==> config.mk <==
export PLATFORM = sky130hd
export DESIGN_NAME = micro_sequencer
export DESIGN_NICKNAME = d
export VERILOG_FILES = /design/src/rtl/micro_sequencer.sv
export SDC_FILE = /design/constraint.sdc
export NUM_CORES = 1
export LEC_CHECK = 0
export CORE_AREA = 2 2 57 59
export CTS_BUF_LIST = sky130_fd_sc_hd__clkbuf_4 sky130_fd_sc_hd__clkbuf_8
export CTS_CLUSTER_SIZE = 20
export DETAILED_ROUTE_END_ITERATION = 7
export DIE_AREA = 0 0 59 61
export GPL_TIMING_DRIVEN = 1
export PLACE_DENSITY = 0.85
export REMOVE_ABC_BUFFERS = 1
export SYNTH_ARGS = -nofsm -noshare
export SYNTH_HDL_FRONTEND = slang
export SYNTH_SLANG_ARGS = --single-unit
==> constraint.sdc <==
create_clock -name Clk -period 4.5 [get_ports Clk]
set_input_delay 0.9 -clock Clk [delete_from_list [all_inputs] [get_ports Clk]]
set_output_delay 0.9 -clock Clk [all_outputs]
set_load 0.005 [all_outputs]
==> src/rtl/micro_sequencer.sv <==
// micro_sequencer: closed-loop next-address sequencer for the microprogrammed
// control unit. It registers the next microstore address from the next-state
// fields of the control word and the status lines. A wait state that lasts too
// long forces a trap address and sets a sticky fault flag.
//
// Ports:
//   Clk      - clock; all state changes happen on the rising edge
//   Reset_n  - asynchronous active-low reset
//   N        - next-state opcode (n2n1n0)
//   Inv      - invert the selected status
//   S        - status select (0 MOC, 1 Cond, 2 Ext, 3 constant 1)
//   CrAddr   - branch target (cr field)
//   EncAddr  - instruction-encoder start address
//   MOC      - memory operation complete
//   Cond     - condition-tester result
//   Ext      - external/interrupt request
//   Hold     - freeze all sequencer state
//   Address  - registered microstore address
//   Sel      - registered source of Address (0 enc, 1 fixed, 2 cr, 3 incr)
//   Fault    - sticky wait-timeout flag
module micro_sequencer #(
    parameter int unsigned ADDR_W     = 6,
    parameter int unsigned RESET_ADDR = 0,
    parameter int unsigned TRAP_ADDR  = 63,
    parameter int unsigned TIMEOUT    = 16
) (
    input  logic              Clk,
    input  logic              Reset_n,
    input  logic [2:0]        N,
    input  logic              Inv,
    input  logic [1:0]        S,
    input  logic [ADDR_W-1:0] CrAddr,
    input  logic [ADDR_W-1:0] EncAddr,
    input  logic              MOC,
    input  logic              Cond,
    input  logic              Ext,
    input  logic              Hold,
    output logic [ADDR_W-1:0] Address,
    output logic [1:0]        Sel,
    output logic              Fault
);

    typedef enum logic [2:0] {
        OP_ENC   = 3'b000,
        OP_RST   = 3'b001,
        OP_CR    = 3'b010,
        OP_INC   = 3'b011,
        OP_BR_CR = 3'b100,
        OP_BR_EN = 3'b101,
        OP_WAIT  = 3'b110,
        OP_BR_RS = 3'b111
    } op_e;

    typedef enum logic [1:0] {
        SEL_ENC = 2'd0,
        SEL_FIX = 2'd1,
        SEL_CR  = 2'd2,
        SEL_INC = 2'd3
    } sel_e;

    localparam int unsigned CNT_W = ADDR_W + 2;
    localparam logic [ADDR_W-1:0] RST_A  = ADDR_W'(RESET_ADDR);
    localparam logic [ADDR_W-1:0] TRAP_A = ADDR_W'(TRAP_ADDR);
    localparam logic [CNT_W-1:0]  WAIT_LAST = CNT_W'(TIMEOUT - 1);
    localparam logic              TO_EN = (TIMEOUT != 0);

    logic [ADDR_W-1:0] addr_q, addr_d;
    logic [ADDR_W-1:0] incr_q;
    sel_e              sel_q, sel_d;
    logic [CNT_W-1:0]  cnt_q, cnt_d;
    logic              fault_q, fault_d;
    logic              sts, t;
    op_e               op;

    assign op = op_e'(N);

    always_comb begin
        sts     = 1'b1;
        t       = 1'b0;
        addr_d  = addr_q;
        sel_d   = sel_q;
        cnt_d   = '0;
        fault_d = fault_q;

        case (S)
            2'd0:    sts = MOC;
            2'd1:    sts = Cond;
            2'd2:    sts = Ext;
            default: sts = 1'b1;
        endcase
        t = sts ^ Inv;

        if (Hold) begin
            cnt_d = cnt_q;
        end else if (TO_EN && op == OP_WAIT && !t && cnt_q == WAIT_LAST) begin
            addr_d  = TRAP_A;
            sel_d   = SEL_FIX;
            fault_d = 1'b1;
        end else begin
            // Unknown opcodes fall into the default and behave as a plain increment.
            case (op)
                OP_ENC: begin addr_d = EncAddr; sel_d = SEL_ENC; end
                OP_RST: begin addr_d = RST_A;   sel_d = SEL_FIX; end
                OP_CR:  begin addr_d = CrAddr;  sel_d = SEL_CR;  end
                OP_BR_CR: begin
                    if (t) begin addr_d = CrAddr; sel_d = SEL_CR;  end
                    else   begin addr_d = incr_q; sel_d = SEL_INC; end
                end
                OP_BR_EN: begin
                    if (t) begin addr_d = EncAddr; sel_d = SEL_ENC; end
                    else   begin addr_d = incr_q;  sel_d = SEL_INC; end
                end
                OP_WAIT: begin
                    if (t) begin
                        addr_d = incr_q;
                        sel_d  = SEL_INC;
                    end else begin
                        cnt_d = cnt_q + 1'b1;
                    end
                end
                OP_BR_RS: begin
                    if (t) begin addr_d = RST_A;  sel_d = SEL_FIX; end
                    else   begin addr_d = incr_q; sel_d = SEL_INC; end
                end
                default: begin addr_d = incr_q; sel_d = SEL_INC; end
            endcase
        end
    end

    always_ff @(posedge Clk or negedge Reset_n) begin
        if (!Reset_n) begin
            addr_q  <= RST_A;
            incr_q  <= RST_A + 1'b1;
            sel_q   <= SEL_FIX;
            cnt_q   <= '0;
            fault_q <= 1'b0;
        end else begin
            addr_q  <= addr_d;
            incr_q  <= addr_d + 1'b1;
            sel_q   <= sel_d;
            cnt_q   <= cnt_d;
            fault_q <= fault_d;
        end
    end

    assign Address = addr_q;
    assign Sel     = sel_q;
    assign Fault   = fault_q;

endmodule

# After elaboration in Yosys (flattened, before gate mapping)
# Index checks and enable logic that the tools add are counted.
# word_totals
regBits,23
in_bits,24
output_inout_bits,9
# classes
n_bitwise,2
eq_ne,10
addsub,2
reduce_logical,7
mux,17
# ops
cell,count
one-hot mux 6 bit (7 select lines),1
2-to-1 mux 6 bit,6
2-to-1 mux 8 bit,3
one-hot mux 2 bit (7 select lines),1
"== test 3 bit, second input constant",4
"adder 8 x 1 -> 8 bit, second input constant",1
"== test 8 x 4 -> 1 bit, second input constant",1
2-to-1 mux 2 bit,4
"adder 6 x 1 -> 6 bit, second input constant",1
AND reduction 2 bit,2
"== test 3 x 1 -> 1 bit, second input constant",1
"== test 3 x 2 -> 1 bit, second input constant",1
logical NOT 3 bit,1
"inequality test 3 x 2 -> 1 bit, second input constant",1
one-hot mux 1 bit (3 select lines),1
"== test 2 x 1 -> 1 bit, second input constant",1
"== test 2 bit, second input constant",1
logical AND 1 bit,2
logical NOT 2 bit,1
logical NOT 1 bit,1
2-to-1 mux 1 bit,1
NOT 1 bit,1
XOR 1 bit,1

# Depth between registers and ports, before layout
# Gate-level depths: netlist (run 1).
# depth
word_depth,9
mapped_depth,10
mapped_depth_nobuf,10

# Worst setup path before layout (run 1)
# No wires, ideal clock.
# synth_path
path_type,in2reg
from,input S[0]
to,register incr_q[4]
path_slack_ps,1750
path_stages,9
t_required_ps,4378
t_arrival_ps,2628
cell_sequence,mux2i_1 a211oi_4 nor2_4 nand2_2 o32a_1 a2bb2oi_2 ha_1 nand2_1 xnor2_1
# synth_between
elab_chain_len,9
elab_cells_between_ends,16
cone_classes,1 x add/sub; 2 x eq/ne; 8 x mux; 1 x bitwise; 4 x reduce/logical
# synth_rtl
item,line_no,source
start: declaration,31,"input logic [1:0] S,"
"== test 2 bit, or another cell as far along",85,case (S)
one-hot mux 1 bit (3 select lines) (*),85,
XOR 1 bit (*),91,t = sts ^ Inv;
branches (longest 3 deep; another with one-hot mux 6 bit (7 select lines)),--,
2-to-1 mux 6 bit (*),95,end else if (TO_EN && op == OP_WAIT && !t && cnt_q == WAIT_LAST) begin
2-to-1 mux 6 bit (*),93,if (Hold) begin
named net addr_d[0],67,"logic [ADDR_W-1:0] addr_q, addr_d;"
adder 6 x 1 -> 6 bit (*),139,incr_q <= addr_d + 1'b1;
end signal: assignment,133,incr_q <= RST_A + 1'b1;
end signal: assignment,139,
end: declaration,68,logic [ADDR_W-1:0] incr_q;
# Mark *: on every way through the listed nets, which the timed path passes.
# A chain may end at the register's enable or synchronous reset.

# Worst setup path after layout (run 1)
# Ends and elaborated chain as after synthesis.

==> results of run 1 <==
state kept, by name (all words and copies together), names as in the netlist:
register	flops
Address	6
Fault	1
Sel	2
cnt_q	8
incr_q	6
routing by layer:
layer,global-route usage (%),up-vias
met2,42.22,75
met4,10.71,0
li1,-,767
met3,4.478,8
met1,33.65,769
met5,0,-
path summary, 6_finish.rpt:
check	to	slack, ps	cells past startpoint
max	incr_q[4]	1140	10
min	Fault	500	1
max reg2reg	incr_q[4]	1890	9
min reg2reg	Fault	500	1
max in group asynchronous	incr_q[5]	2810	1
min in group asynchronous	Address[0]	1100	1
critical path, delay by kind of cell:
kind | cells | cell delay, ps
AO/OA/AOI/OAI | 4 | 1050
XOR/XNOR | 2 | 330
adder cells (fa/ha/maj) | 1 | 230
buffers and inverters | 1 | 520
multiplexers | 1 | 470
AND/OR/NAND/NOR | 1 | 70
where the power goes:
part | switching, µW | internal (µW) | total [µW]
clock | 65.6 | 33.4 | 99.0
combinational | 95.8 | 99.0 | 195
sequential | 24.1 | 236 | 260
stage by stage:
stage	hold WS (ps)	instances	total power [µW]
after CTS	504.8	251	552.9
after global placement	479.8	247	447.4
after floorplan	463.2	175	361.7
final	498.7	251	554.1
after detailed placement	471.1	247	455.7
after global routing	537.0	251	583.7
cells in the final DEF (no fill, tap or decap), drive strengths merged, types with 3 or more instances in the layout:
cell type	count
buf	7
nand3	10
a2bb2oi	3
a31oi	6
nor3	5
a211oi	3
o2111ai	4
nor2	15
nand4	5
a21oi	7
o21ai	14
nor2b	5
xor2	4
inv	7
clkdlybuf4s50	32
dfrtp	21
mux2i	7
clkbuf	3
xnor2	4
nand2	17
o32a	4
logic make-up after synthesis:
family,synth area share [%]
and+or+nand+nor,23.32
AOI/OAI and AO/OA,26.45
DFF,35.21
buffers and inverters,4.954
xor gates and xnor gates,4.268
muxes,4.268
adders and majority gates,1.524
area by class of cell:
type                    count  area share [%]
clock buffers               3           1.108
clock inverters             1          0.2463
inverters                   8           1.478
multi-input cells         144           48.34
flip-flops and latches     23           28.45
well taps                  33           2.032
repair buffers             39           18.35
==> out/results.ini, run 1 <==
[clocking]
htree_levels = 1
post_cts_buffers = 0
clock_latency_ps = 320
cts_hold_buffers = 0
cts_tree = done
cts_buffer_depth = 2
ctsRootBufferMaster = clkbuf_4
path_clk_slew_ps = 130
ctsResizeCount = 0
cts-buffers-inserted = 3
cts.sinks = 23

[place]
numPortBuffers = 32
routabilityCongestion = 0.8865
placed_cell_area_um2 = 2004
pre_cts_ws_ps = 816.5
dpl.hpwl_mm = 3.166

[setup_path]
slowest_delay_ps = 520
crit_chain = clkdlybuf4s50_1 > mux2i_1 > a22o_1 > o21ai_2 > xor2_1 > o32a_1 > a2bb2oi_2 > ha_1 > nand2_1 > xnor2_1
critPathLaunchType = primary input
critPathKind = in -> reg
critPathArrivalTime_ps = 3590
worstReg2RegStart = cnt_q[4]
crit_required_ps = 4730
cp_max_fo = 10
critPathCaptureType = flop
crit_start = S[0]
cp_slowest_cell = clkdlybuf4s50_1

[timing]
fin_skew_ps = 3.776
finalSetupViolCount = 0
setup_tns_ps = 0
finalHoldViolCount = 0
finalWorstSetupSlack_ps = 1137
rsz0062_at_grt = no
drv_slew = 0
tightest_slew_ps = 974.9
fin_crit_ps = 3363
min_period_over_period_pct = 74.74
slew_headroom_pct = 34.80
max_freq_ghz = 0.2973

[final_layout]
design_area_um2 = 2032
ff_latch_area_um2 = 578.1
multiInputGateArea_um2 = 982.2
insertedDiodeCount = 0
final_core_util_pct = 68.81
area_growth_pct = 23.78
fillCellCount = 243
nets = 245
drive_gt1_share_pct = 11.93

[route]
drtAntennaViolNets = 0
routed_wl_mm = 4.333
via_count = 1619
wl_met3_um = 350
viasPerCell = 6.450
initialDrtViolationCount = 116
drc = 0
topRoutingLayerUsed = met4
drt-met1-wl_mm = 1.908
first_pass_iters = 4
wl_per_cell_um = 17.26
dr_wl_met2_mm = 2.007

[synthesis]
synth.most_common_cell = dfrtp_1
synthArstFlopShare_pct = 100.0
yosysSeqAreaShare_pct = 35.21
ys_top_cells_by_area = dfrtp_1 (32%), mux2i_1 (4.3%), nand2_1 (3.7%), dfstp_2 (3.2%), nand3_1 (3.0%)
ys_ff_latch = 23
synth.largest_area_cell = dfrtp_1
synth_cells = 186
ys.flop_type = dfrtp_1
synth_cell_types = 55
syn_area_um2 = 1642
yosys-top-cells-count = dfrtp_1 (21), nand2_1 (16), nor2_1 (13)
syn_avg_cell_area_um2 = 8.826
synth_top_area_share_pct = 32.01
synth_edf_count = 0
ys.warnings.count = 0

[die]
start_util_pct = 55.59
floorplan.rows = 20
die_h_um = 61
io-pin-count = 33
die_area_um2 = 3599
die-width_um = 59
core_um2 = 2953

[global_route]
grt_pass1_vias = 1559
grt_usage_pct = 25.69
grt_max_degree = 24
antenna_found_initial = 0
grt_pass1_wl_mm = 6.975
globalRouteOverflowTotal = 0

[run_status]
outcome = complete, no violations

[min_path]
hp-class = reg -> reg
min_from = Fault

[job]
maxCapViolations = 0

[pwr]
p_leak_uw = 0.0008238
powerDensity_nw_per_um2 = 272.7
ir_drop_mv = 0.1974

Power figures use the tool's default switching activity.
==> run 2, diff against run 1 <==
--- a/config.mk
+++ b/config.mk
@@ -5,13 +5,13 @@
 export SDC_FILE = /design/constraint.sdc
 export NUM_CORES = 1
 export LEC_CHECK = 0
-export CORE_AREA = 2 2 57 59
+export CORE_AREA = 2 2 59 61
 export CTS_BUF_LIST = sky130_fd_sc_hd__clkbuf_4 sky130_fd_sc_hd__clkbuf_8
 export CTS_CLUSTER_SIZE = 20
 export DETAILED_ROUTE_END_ITERATION = 7
-export DIE_AREA = 0 0 59 61
+export DIE_AREA = 0 0 61 63
 export GPL_TIMING_DRIVEN = 1
-export PLACE_DENSITY = 0.85
+export PLACE_DENSITY = 0.8
 export REMOVE_ABC_BUFFERS = 1
 export SYNTH_ARGS = -nofsm -noshare
 export SYNTH_HDL_FRONTEND = slang
==> constraint.sdc (replaced) <==
create_clock -name Clk -period 3.4 [get_ports Clk]
set_input_delay 0.68 -clock Clk [delete_from_list [all_inputs] [get_ports Clk]]
set_output_delay 0.68 -clock Clk [all_outputs]
set_load 0.005 [all_outputs]
==> out/results.ini, run 2 (synthesis gave the netlist of run 1 again) <==
[route]
wl_per_cell_um = 15.81  ; -8.4%
drc = 0  ; unchanged
initialDrtViolationCount = 171  ; +47%
via_count = 1560  ; -3.6%
wl_met3_um = 235  ; -33%
routed_wl_mm = 4.221  ; -2.6%
topRoutingLayerUsed = met4
drtAntennaViolNets = 0  ; unchanged
first_pass_iters = 4  ; unchanged
drt-met1-wl_mm = 2.015  ; +5.6%
viasPerCell = 5.843  ; -9.4%
dr_wl_met2_mm = 1.935  ; -3.6%

[clocking]
post_cts_buffers = 0  ; unchanged
ctsRootBufferMaster = clkbuf_4
cts.sinks = 23  ; unchanged
cts-buffers-inserted = 3  ; unchanged
path_clk_slew_ps = 120  ; about the same
htree_levels = 1  ; unchanged
clock_latency_ps = 310  ; about the same
cts_buffer_depth = 2  ; unchanged
cts_tree = done
cts_hold_buffers = 0  ; unchanged
ctsResizeCount = 0  ; unchanged

[final_layout]
drive_gt1_share_pct = 13.12  ; +1.2 points
finalNonFillerCells = 267  ; +6.4%
insertedDiodeCount = 0  ; unchanged
layout_commonest_cell = clkdlybuf4s50_1
largest_register_ffs = 8  ; unchanged
area_growth_pct = 26.30
design_area_um2 = 2073  ; +2.0%
nets = 248  ; +1.2%
mostFrequentLayoutCells = clkdlybuf4s50_1 (32), dfrtp_1 (21), nand2_1 (16)
largest_register = cnt_q
fillCellCount = 279  ; +15%

[place]
numPortBuffers = 32  ; unchanged
placed_cell_area_um2 = 2043  ; +1.9%
dp_cells = 263  ; +6.5%
dpl.hpwl_mm = 3.243  ; +2.5%
routabilityCongestion = 0.9298  ; +4.9%

[timing]
max_freq_ghz = 0.3337
tightest_slew_ps = 993.1  ; +18.14 ps
setup_tns_ps = 0  ; unchanged
drv_slew = 0  ; unchanged
fin_skew_ps = 12.43  ; +8.653 ps
rsz0062_at_grt = no
fin_crit_ps = 2996
finalSetupViolCount = 0  ; unchanged
min_period_over_period_pct = 88.13
slew_headroom_pct = 33.59  ; -1.2 points
finalHoldViolCount = 0  ; unchanged

[setup_path]
slowest_delay_ps = 520  ; about the same
crit_required_ps = 3600  ; -1130 ps
critPathLaunchType = primary input
crit_chain = clkdlybuf4s50_1 > mux2i_1 > buf_4 > a211oi_4 > o21ai_2 > xor2_1 > o32a_1 > a2bb2oi_2 > ha_1 > nand2_1 > xnor2_1
crit_buf_inv = 2  ; +1
cp_top_family = compound AO/OA/AOI/OAI gates
critPathKind = in -> reg
critPathArrivalTime_ps = 3200  ; -390 ps
critPathCaptureType = flop
cp_slowest_cell = clkdlybuf4s50_1
cp_max_fo = 10  ; unchanged

[die]
io-pin-count = 33  ; unchanged
die_h_um = 63  ; +3.3%
die_area_um2 = 3843  ; +6.8%
die-width_um = 61  ; +3.4%
start_util_pct = 50.79  ; -4.8 points
floorplan.rows = 21  ; +5.0%
core_um2 = 3232  ; +9.4%

[pwr]
powerDensity_nw_per_um2 = 356.0  ; +31%
p_leak_uw = 0.0008397  ; +1.9%
ir_drop_mv = 0.2435  ; +23%

[global_route]
grt_pass1_wl_mm = 7.107  ; +1.9%
grt_pass1_vias = 1490  ; -4.4%
globalRouteOverflowTotal = 0  ; unchanged
grt_usage_pct = 24.25  ; -1.4 points
antenna_found_initial = 0  ; unchanged
grt_max_degree = 24  ; unchanged

[min_path]
hp-class = reg -> reg

[run_status]
outcome = complete, no violations

[job]
maxCapViolations = 0  ; unchanged

==> run 2: cell types whose count changed in the layout (fill, tap and decap cells not counted), sizes merged <==
cell / before / now
clkbuf: 3 / 4
clkinv: 2 / 1
buf: 7 / 10
==> run 2: worst paths after layout <==
| kind | startpoint | to | slack, ps | cells past startpoint |
|---|---|---|---|---|
| setup reg to reg | cnt_q[4] | incr_q[4] | 720 | 9 |
| hold / removal | Fault | Fault | 510 | 1 |
| hold reg to reg | Fault | Fault | 510 | 1 |
| setup / recovery | S[0] | incr_q[4] | 400 | 11 |
| min in group asynchronous | Reset_n | Sel[1] | 900 | 1 |
| max in group asynchronous | Reset_n | incr_q[2] | 1890 | 1 |
==> run 2: power by group <==
group          switching, µW  internal (µW)  total, µW
sequential              36.2            313        349
clock                   77.9           53.8        132
combinational            124            134        257
==> run 2: metrics by stage <==
| stage | worst slack, ps | power [µW] | hold WS [ps] | utilization [%] |
|---|---|---|---|---|
| 6_report | 403.5 | 738.0 | 506.4 | 64.15 |
| 4_1_cts | 422.1 | 743.4 | 511.0 | 64.15 |
| 3_5_place_dp | 74.78 | 609.0 | 474.7 | 63.22 |
| 3_3_place_gp | 180.8 | 604.8 | 462.2 | 63.22 |
| 5_1_grt | 262.3 | 784.5 | 531.3 | 64.15 |
| 2_1_floorplan | 790.0 | 478.7 | 384.4 | - |
==> run 2: area by class of cell <==
cell class / count / area, µm² / share of cell area [%]
Timing Repair Buffer: 42 / 395.4 / 19.07
Inverter: 8 / 30.03 / 1.448
Multi-Input combinational cell: 144 / 982.2 / 47.37
Clock buffer: 4 / 30.03 / 1.448
Tap cell: 46 / 57.56 / 2.776
Sequential cell: 23 / 578.1 / 27.88
==> run 2: metal layers <==
metal / track usage (%) / vias up
met3: 3.934 / 4
li1: - / 767
met5: 0 / -
met4: 7.609 / 0
met2: 34.41 / 54
met1: 37.34 / 735
